[src/rtl/ex_hazard_ctrl_if.sv]
// ex_hazard_ctrl_if: decode/execute/memory handshake and forwarding bundle for the EX hazard controller.
interface ex_hazard_ctrl_if;
    logic [31:0] id_ir;
    logic        id_v;
    logic        id_r;
    logic        issue_v;
    logic        ex_r;
    logic        stall;
    logic        ex_v;
    logic [31:0] ex_ir;
    logic [31:0] ex_alu;
    logic [31:0] ex_pc;
    logic        ex_comp;
    logic        mem_v;
    logic [31:0] mem_data;
    logic [4:0]  aa;
    logic [31:0] fa;
    logic [4:0]  am;
    logic [31:0] fm;
    logic        flush;

    modport slave (
        input  id_ir, id_v, ex_r, ex_v, ex_ir, ex_alu, ex_pc, ex_comp, mem_v, mem_data,
        output id_r, issue_v, stall, aa, fa, am, fm, flush
    );

    modport master (
        output id_ir, id_v, ex_r, ex_v, ex_ir, ex_alu, ex_pc, ex_comp, mem_v, mem_data,
        input  id_r, issue_v, stall, aa, fa, am, fm, flush
    );
endinterface

[src/rtl/ex_hazard_ctrl.sv]
// ex_hazard_ctrl: RV32I execute-stage issue gating, EX/MEM forwarding, load-use stall and branch flush.
// Optional HAZ_PERF_EN adds saturating stall_cnt/flush_cnt performance counters.
module ex_hazard_ctrl #(
    parameter int FLUSH_CYCLES = 2
`ifdef HAZ_PERF_EN
    , parameter int CNT_W = 32
`endif
) (
    input  logic clk,
    input  logic rst_n,
    ex_hazard_ctrl_if.slave bus
`ifdef HAZ_PERF_EN
    , output logic [CNT_W-1:0] stall_cnt
    , output logic [CNT_W-1:0] flush_cnt
`endif
);
    localparam logic [6:0] OP_LUI = 7'b0110111, OP_AUIPC = 7'b0010111, OP_JAL = 7'b1101111,
                           OP_JALR = 7'b1100111, OP_BRANCH = 7'b1100011, OP_LOAD = 7'b0000011,
                           OP_STORE = 7'b0100011, OP_IMM = 7'b0010011, OP_OP = 7'b0110011;

    typedef enum logic [1:0] {RUN, LDSTALL, FLUSH} state_t;

    state_t     state, state_nx;
    logic [3:0] cnt, cnt_nx;
    logic       pend_v;
    logic [4:0] pend_rd;
    logic [6:0] id_op, ex_op;
    logic [4:0] ex_rd, rs1, rs2;
    logic       rd_rs1, rd_rs2, ex_wr, hazard, trig;

    assign id_op  = bus.id_ir[6:0];
    assign rs1    = bus.id_ir[19:15];
    assign rs2    = bus.id_ir[24:20];
    assign ex_op  = bus.ex_ir[6:0];
    assign ex_rd  = bus.ex_ir[11:7];
    assign rd_rs1 = id_op inside {OP_JALR, OP_BRANCH, OP_LOAD, OP_STORE, OP_IMM, OP_OP};
    assign rd_rs2 = id_op inside {OP_BRANCH, OP_STORE, OP_OP};
    assign ex_wr  = ex_op inside {OP_LUI, OP_AUIPC, OP_JAL, OP_JALR, OP_LOAD, OP_IMM, OP_OP};
    // pend_rd is never x0, so x0 sources cannot match
    assign hazard = pend_v && bus.id_v && ((rd_rs1 && rs1 == pend_rd) || (rd_rs2 && rs2 == pend_rd));
    assign trig   = bus.ex_v && (ex_op == OP_JAL || ex_op == OP_JALR || (ex_op == OP_BRANCH && bus.ex_comp));

    always_comb begin
        state_nx    = state;
        cnt_nx      = cnt;
        bus.issue_v = 1'b0;
        bus.id_r    = 1'b0;
        bus.stall   = 1'b0;
        bus.flush   = 1'b0;
        case (state)
            RUN: begin
                bus.issue_v = bus.id_v && !hazard;
                bus.id_r    = bus.ex_r && !hazard;
                bus.stall   = hazard;
                // data arriving in the hazard cycle already lands on am/fm next cycle
                if (hazard && !bus.mem_v) state_nx = LDSTALL;
            end
            LDSTALL: begin
                bus.stall = 1'b1;
                if (bus.mem_v) state_nx = RUN;
            end
            FLUSH: begin
                bus.id_r  = 1'b1;
                bus.flush = 1'b1;
                cnt_nx    = cnt - 4'd1;
                if (cnt == 4'd1) state_nx = RUN;
            end
            default: state_nx = RUN;
        endcase
        if (trig) begin
            state_nx = FLUSH;
            cnt_nx   = 4'(FLUSH_CYCLES);
        end
    end

    always_ff @(posedge clk) begin
        if (!rst_n) begin
            state   <= RUN;
            cnt     <= '0;
            pend_v  <= 1'b0;
            pend_rd <= '0;
            bus.aa  <= '0;
            bus.fa  <= '0;
            bus.am  <= '0;
            bus.fm  <= '0;
        end else begin
            state <= state_nx;
            cnt   <= cnt_nx;
            if (bus.mem_v && pend_v) begin
                bus.am <= pend_rd;
                bus.fm <= bus.mem_data;
                pend_v <= 1'b0;
            end else begin
                bus.am <= bus.aa;
                bus.fm <= bus.fa;
            end
            if (bus.ex_v && ex_op == OP_LOAD && ex_rd != 5'd0) begin
                pend_v  <= 1'b1;
                pend_rd <= ex_rd;
            end
            bus.aa <= (bus.ex_v && ex_wr && ex_op != OP_LOAD) ? ex_rd : 5'd0;
            if (bus.ex_v && ex_wr && ex_op != OP_LOAD)
                bus.fa <= (ex_op == OP_JAL || ex_op == OP_JALR) ? bus.ex_pc : bus.ex_alu;
        end
    end

`ifdef HAZ_PERF_EN
    always_ff @(posedge clk) begin
        if (!rst_n) begin
            stall_cnt <= '0;
            flush_cnt <= '0;
        end else begin
            if (bus.stall && !(&stall_cnt)) stall_cnt <= stall_cnt + CNT_W'(1);
            if (trig && !(&flush_cnt)) flush_cnt <= flush_cnt + CNT_W'(1);
        end
    end
`endif
endmodule
[src/flat_wrapper.sv]
// flat-port wrapper written by rule: the top's interface ports become plain ports
module ex_hazard_ctrl_flat 
#(
    parameter int FLUSH_CYCLES = 2

)
  (clk, rst_n, bus_id_ir, bus_id_v, bus_ex_r, bus_ex_v, bus_ex_ir, bus_ex_alu, bus_ex_pc, bus_ex_comp, bus_mem_v, bus_mem_data, bus_id_r, bus_issue_v, bus_stall, bus_aa, bus_fa, bus_am, bus_fm, bus_flush);
  ex_hazard_ctrl_if bus_i ();
  input  logic clk;
  input  logic rst_n;
  input wire logic [$bits(bus_i.id_ir)-1:0] bus_id_ir;
  input wire logic [$bits(bus_i.id_v)-1:0] bus_id_v;
  input wire logic [$bits(bus_i.ex_r)-1:0] bus_ex_r;
  input wire logic [$bits(bus_i.ex_v)-1:0] bus_ex_v;
  input wire logic [$bits(bus_i.ex_ir)-1:0] bus_ex_ir;
  input wire logic [$bits(bus_i.ex_alu)-1:0] bus_ex_alu;
  input wire logic [$bits(bus_i.ex_pc)-1:0] bus_ex_pc;
  input wire logic [$bits(bus_i.ex_comp)-1:0] bus_ex_comp;
  input wire logic [$bits(bus_i.mem_v)-1:0] bus_mem_v;
  input wire logic [$bits(bus_i.mem_data)-1:0] bus_mem_data;
  output wire logic [$bits(bus_i.id_r)-1:0] bus_id_r;
  output wire logic [$bits(bus_i.issue_v)-1:0] bus_issue_v;
  output wire logic [$bits(bus_i.stall)-1:0] bus_stall;
  output wire logic [$bits(bus_i.aa)-1:0] bus_aa;
  output wire logic [$bits(bus_i.fa)-1:0] bus_fa;
  output wire logic [$bits(bus_i.am)-1:0] bus_am;
  output wire logic [$bits(bus_i.fm)-1:0] bus_fm;
  output wire logic [$bits(bus_i.flush)-1:0] bus_flush;
  assign bus_i.id_ir = bus_id_ir;
  assign bus_i.id_v = bus_id_v;
  assign bus_i.ex_r = bus_ex_r;
  assign bus_i.ex_v = bus_ex_v;
  assign bus_i.ex_ir = bus_ex_ir;
  assign bus_i.ex_alu = bus_ex_alu;
  assign bus_i.ex_pc = bus_ex_pc;
  assign bus_i.ex_comp = bus_ex_comp;
  assign bus_i.mem_v = bus_mem_v;
  assign bus_i.mem_data = bus_mem_data;
  assign bus_id_r = bus_i.id_r;
  assign bus_issue_v = bus_i.issue_v;
  assign bus_stall = bus_i.stall;
  assign bus_aa = bus_i.aa;
  assign bus_fa = bus_i.fa;
  assign bus_am = bus_i.am;
  assign bus_fm = bus_i.fm;
  assign bus_flush = bus_i.flush;
  ex_hazard_ctrl #(.FLUSH_CYCLES(FLUSH_CYCLES)) u_core (.clk(clk), .rst_n(rst_n), .bus(bus_i));
endmodule
[config.mk]
export PLATFORM = sky130hd
export DESIGN_NAME = ex_hazard_ctrl_flat
export DESIGN_NICKNAME = d
export VERILOG_FILES = /design/src/rtl/ex_hazard_ctrl_if.sv /design/src/rtl/ex_hazard_ctrl.sv /design/src/flat_wrapper.sv
export SDC_FILE = /design/constraint.sdc
export NUM_CORES = 1
export LEC_CHECK = 0
export CAP_MARGIN = 5
export CORE_AREA = 2 2 101 103
export DETAILED_ROUTE_END_ITERATION = 6
export DIE_AREA = 0 0 103 105
export GPL_ROUTABILITY_DRIVEN = 0
export PLACE_DENSITY = 0.85
export SYNTH_ARGS = -nofsm -noshare
export SYNTH_HDL_FRONTEND = slang
export SYNTH_SLANG_ARGS = --single-unit
[constraint.sdc]
create_clock -name clk -period 3.2 [get_ports clk]
set_input_delay 0.8 -clock clk [delete_from_list [all_inputs] [get_ports clk]]
set_output_delay 0.8 -clock clk [all_outputs]
set_load 0.05 [all_outputs]
==> flow_metrics.py <==
metrics = {
    "clock_network": {
        "cts_max_path_buffers": 2,
        "clkLatencyLatePin_ps": 350,
        "post-cts-setup-buffer-count": 0,
        "hold_buffers": 0,
        "cts_max_level": 3,
        "numCtsBuffers": 9,
        "clkSlewWorstSetupHoldPaths_ps": 80,
        "cts_tree": "built",
        "cts.sinks": 86,
        "cts-root-buf": "clkbuf_8",
    },
    "sta": {
        "hold_viol": 0,
        "fin_crit_sh_pct": 99.2,
        "skew_ps": 7.08,
        "slew_violations": 0,
        "worst_pin_slew_ps": 638,
        "fin_crit_ps": 3170,
        "fin_tns_setup_ps": 0,
        "timing.slew.headroom_pct": 57.5,
        "timing.fmax_ghz": 0.315,
        "rsz0062_at_grt": "yes",
        "setup_viol": 0,
    },
    "logic_synthesis": {
        "yosysTopAreaCell": "dfxtp_1",
        "ys_seq_elements": 86,
        "yosysSeqAreaShare_pct": 46.0,
        "synth_area_sq_um": 3740,
        "syn_avg_cell_area_sq_um": 9.23,
        "synth_cells": 405,
        "synth_top_area_share_pct": 46.0,
        "syn-num-nets": 574,
        "yosys-top-cells-area": "dfxtp_1 (46%), nand2_1 (11%), mux2i_1 (9.6%)",
        "yosysWarnings": 0,
        "yosysUniqueCellTypes": 37,
    },
    "setup_path": {
        "endpoint_kind": "primary output",
        "worstPathRequired_ps": 2400,
        "critical_path_arrival_ps": 2370,
        "startpoint": "bus_id_ir[17]",
        "crit_fanout": 2,
        "worstSetupPathType": "in2out",
        "critPathLaunchType": "input pin",
        "reg2reg_from": "u_core.pend_rd[1]",
    },
    "power": {
        "seqPwrFrac_pct": 47.6,
        "switching_share_pct": 22.9,
        "p_comb_share_pct": 14.4,
        "p_clk_share_pct": 38.0,
        "power.internal_mw": 1.77,
        "pwr_density_cell_nw_per_um2": 368,
        "power_mw": 2.29,
        "peakVddDrop_uv": 256,
        "p_leak_nw": 2.56,
        "switching_power_mw": 0.526,
    },
    "worst_hold_path": {
        "hold_class": "reg2reg",
        "hp-start": "u_core.bus.aa[2]",
    },
    "placement": {
        "hpwl_microns": 8310,
        "dp_cells": 727,
        "place_area_sq_um": 5960,
        "io_buffers": 209,
    },
    "detailed_routing": {
        "antenna_left": 0,
        "vias_per_cell": 4.86,
        "dr.pass1.iters": 4,
        "wl_per_cell_microns": 15.3,
        "vias": 3611,
        "drt-initial-drc-count": 67,
        "route.detailed.drc": 0,
        "wl_microns": 11400,
    },
    "global_route": {
        "grt_util_all_layers_pct": 20.5,
        "grt_pass1_vias": 3740,
        "antenna_found_initial": 0,
        "grt_start_max_net_pins": 70,
        "grt_overflow_total": 0,
        "grt_first_pass_wirelength_microns": 17500,
    },
    "floorplan": {
        "io_pins": 245,
        "die_area_sq_um": 10800,
        "die_y_microns": 105,
        "fp-row-count": 36,
        "die_w_microns": 103,
        "start_util_pct": 38.8,
        "coreArea_sq_um": 9640,
    },
    "flow_run": {
        "maxCapViolations": 0,
    },
    "layout": {
        "antenna_cells": 0,
        "postLayoutCoreUtil_pct": 64.6,
        "finalInstanceArea_sq_um": 6220,
        "syn_to_final_growth_pct": 66.4,
        "layout.nets": 774,
        "final_cells": 743,
        "drive_above_1_share_pct": 6.23,
        "fillCellCount": 825,
    },
    "status": {
        "status": "finished clean",
    },
}
-- cells in the final DEF, fill, tap and decap left out, types with 2 or more instances in the layout --
master / count
bufinv_16: 2
nor2_1: 7
o21a_1: 2
nor3_1: 4
mux2i_1: 36
nand2b_1: 2
inv_1: 3
clkbuf_8: 11
o21ai_0: 2
and3_1: 4
a21boi_0: 39
nand2_1: 114
dfxtp_1: 86
xor2_1: 11
ha_1: 2
clkdlybuf4s50_1: 202
o211a_1: 32
nand3b_1: 2
buf_12: 4
dlymetal6s2s_1: 3
nor4_1: 2
or3_1: 2
nor2b_1: 8
buf_4: 7
nand3_1: 2
-- area by class of cell --
cell class              count  area [sq um]  share of cell area [%]
multi-input cells         287          1880                    30.3
clock inverters             5          81.3                    1.31
clock buffers              11           151                    2.43
repair buffers            218          2210                    35.5
inverters                   3          11.3                   0.181
well taps                 133           166                    2.67
flip-flops and latches     86          1720                    27.7
-- critical path, stage by stage --
cell	delay, ps
clkdlybuf4s50_1	470
xor2_1	140
nor3_1	80
a32o_2	290
buf_4	140
a211oi_4	270
buf_12	170
-- per-layer routing --
metal	share of wire (%)	vias to the layer above	track usage, %
met4	1.4	0	7.80
li1	-	1778	-
met2	51	136	36.5
met3	8.3	11	6.02
met1	39	1686	22.5
met5	0	-	0
-- stage by stage --
step	setup slack [ps]	hold slack, ps
6_report	27.1	470
5_1_grt	3.74	498
4_1_cts	7.41	474
3_5_place_dp	-68.7	463
3_3_place_gp	-62.0	459
2_1_floorplan	188	474
-- sequential cells by signal, summed over array words and instances (netlist names) --
register / count
u_core.bus.aa: 5
u_core.state: 2
u_core.bus.fa: 32
u_core.pend_v: 1
u_core.cnt: 4
u_core.bus.fm: 32
u_core.bus.am: 5
u_core.pend_rd: 5
-- cell families (layout without fill, tap and decap cells) --
| family | Yosys count | count (layout) | synth area share (%) |
|---|---|---|---|
| and+or+nand+nor | 155 | 155 | 18.1 |
| xor gates and xnor gates | 12 | 12 | 2.81 |
| AOI/OAI and AO/OA | 82 | 82 | 18.5 |
| muxes | 36 | 36 | 9.64 |
| adders and majority gates | 2 | 2 | 0.669 |
| DFF | 86 | 86 | 46.0 |
| buffers and inverters | 32 | 237 | 4.32 |
-- worst paths after layout --
kind                      end  slack (ps)  cells after the start
max                  bus_id_r          30                      7
min          u_core.bus.am[2]         470                      2
max reg2reg   u_core.state[0]        1640                      6
min reg2reg  u_core.bus.am[2]         470                      2
-- synth_stat cells, drive strengths merged --
cell     count
nand2      114
a21oi        2
a2111oi      1
a211oi       1
o21ai        2
nor2b        8
a22o         1
xnor2        1
or3          2
a32o         1
o211a       32
and3b        1
nand3        2
a21boi      40
buf         15
ha           2
and3         5
nand4        1
xor2        11
inv          3
clkbuf      14
nor4         3
mux2i       36
dfxtp       86
nand3b       2
nand2b       2
nor2         9
or4          1
and2         1
o21a         2
nor3         4
-- power groups by stage --
| stage | clock, mW | sequential [mW] | combinational [mW] |
|---|---|---|---|
| finish | 0.870 | 1.09 | 0.330 |
| global route | 0.935 | 1.09 | 0.350 |
| CTS | 0.891 | 1.09 | 0.331 |
| detailed placement | 0 | 1.12 | 0.329 |
| global placement | 0 | 1.12 | 0.324 |
| floorplan | 0 | 1.16 | 0.0719 |
-- what timing repair did --
item,in CTS,in global routing
setup endpoints to repair,2,3
gates resized for setup,3,7
hold endpoints to repair,0,0
pin swaps,1,6
cloned,0,0
No activity file was read; power rests on OpenSTA's default activity.
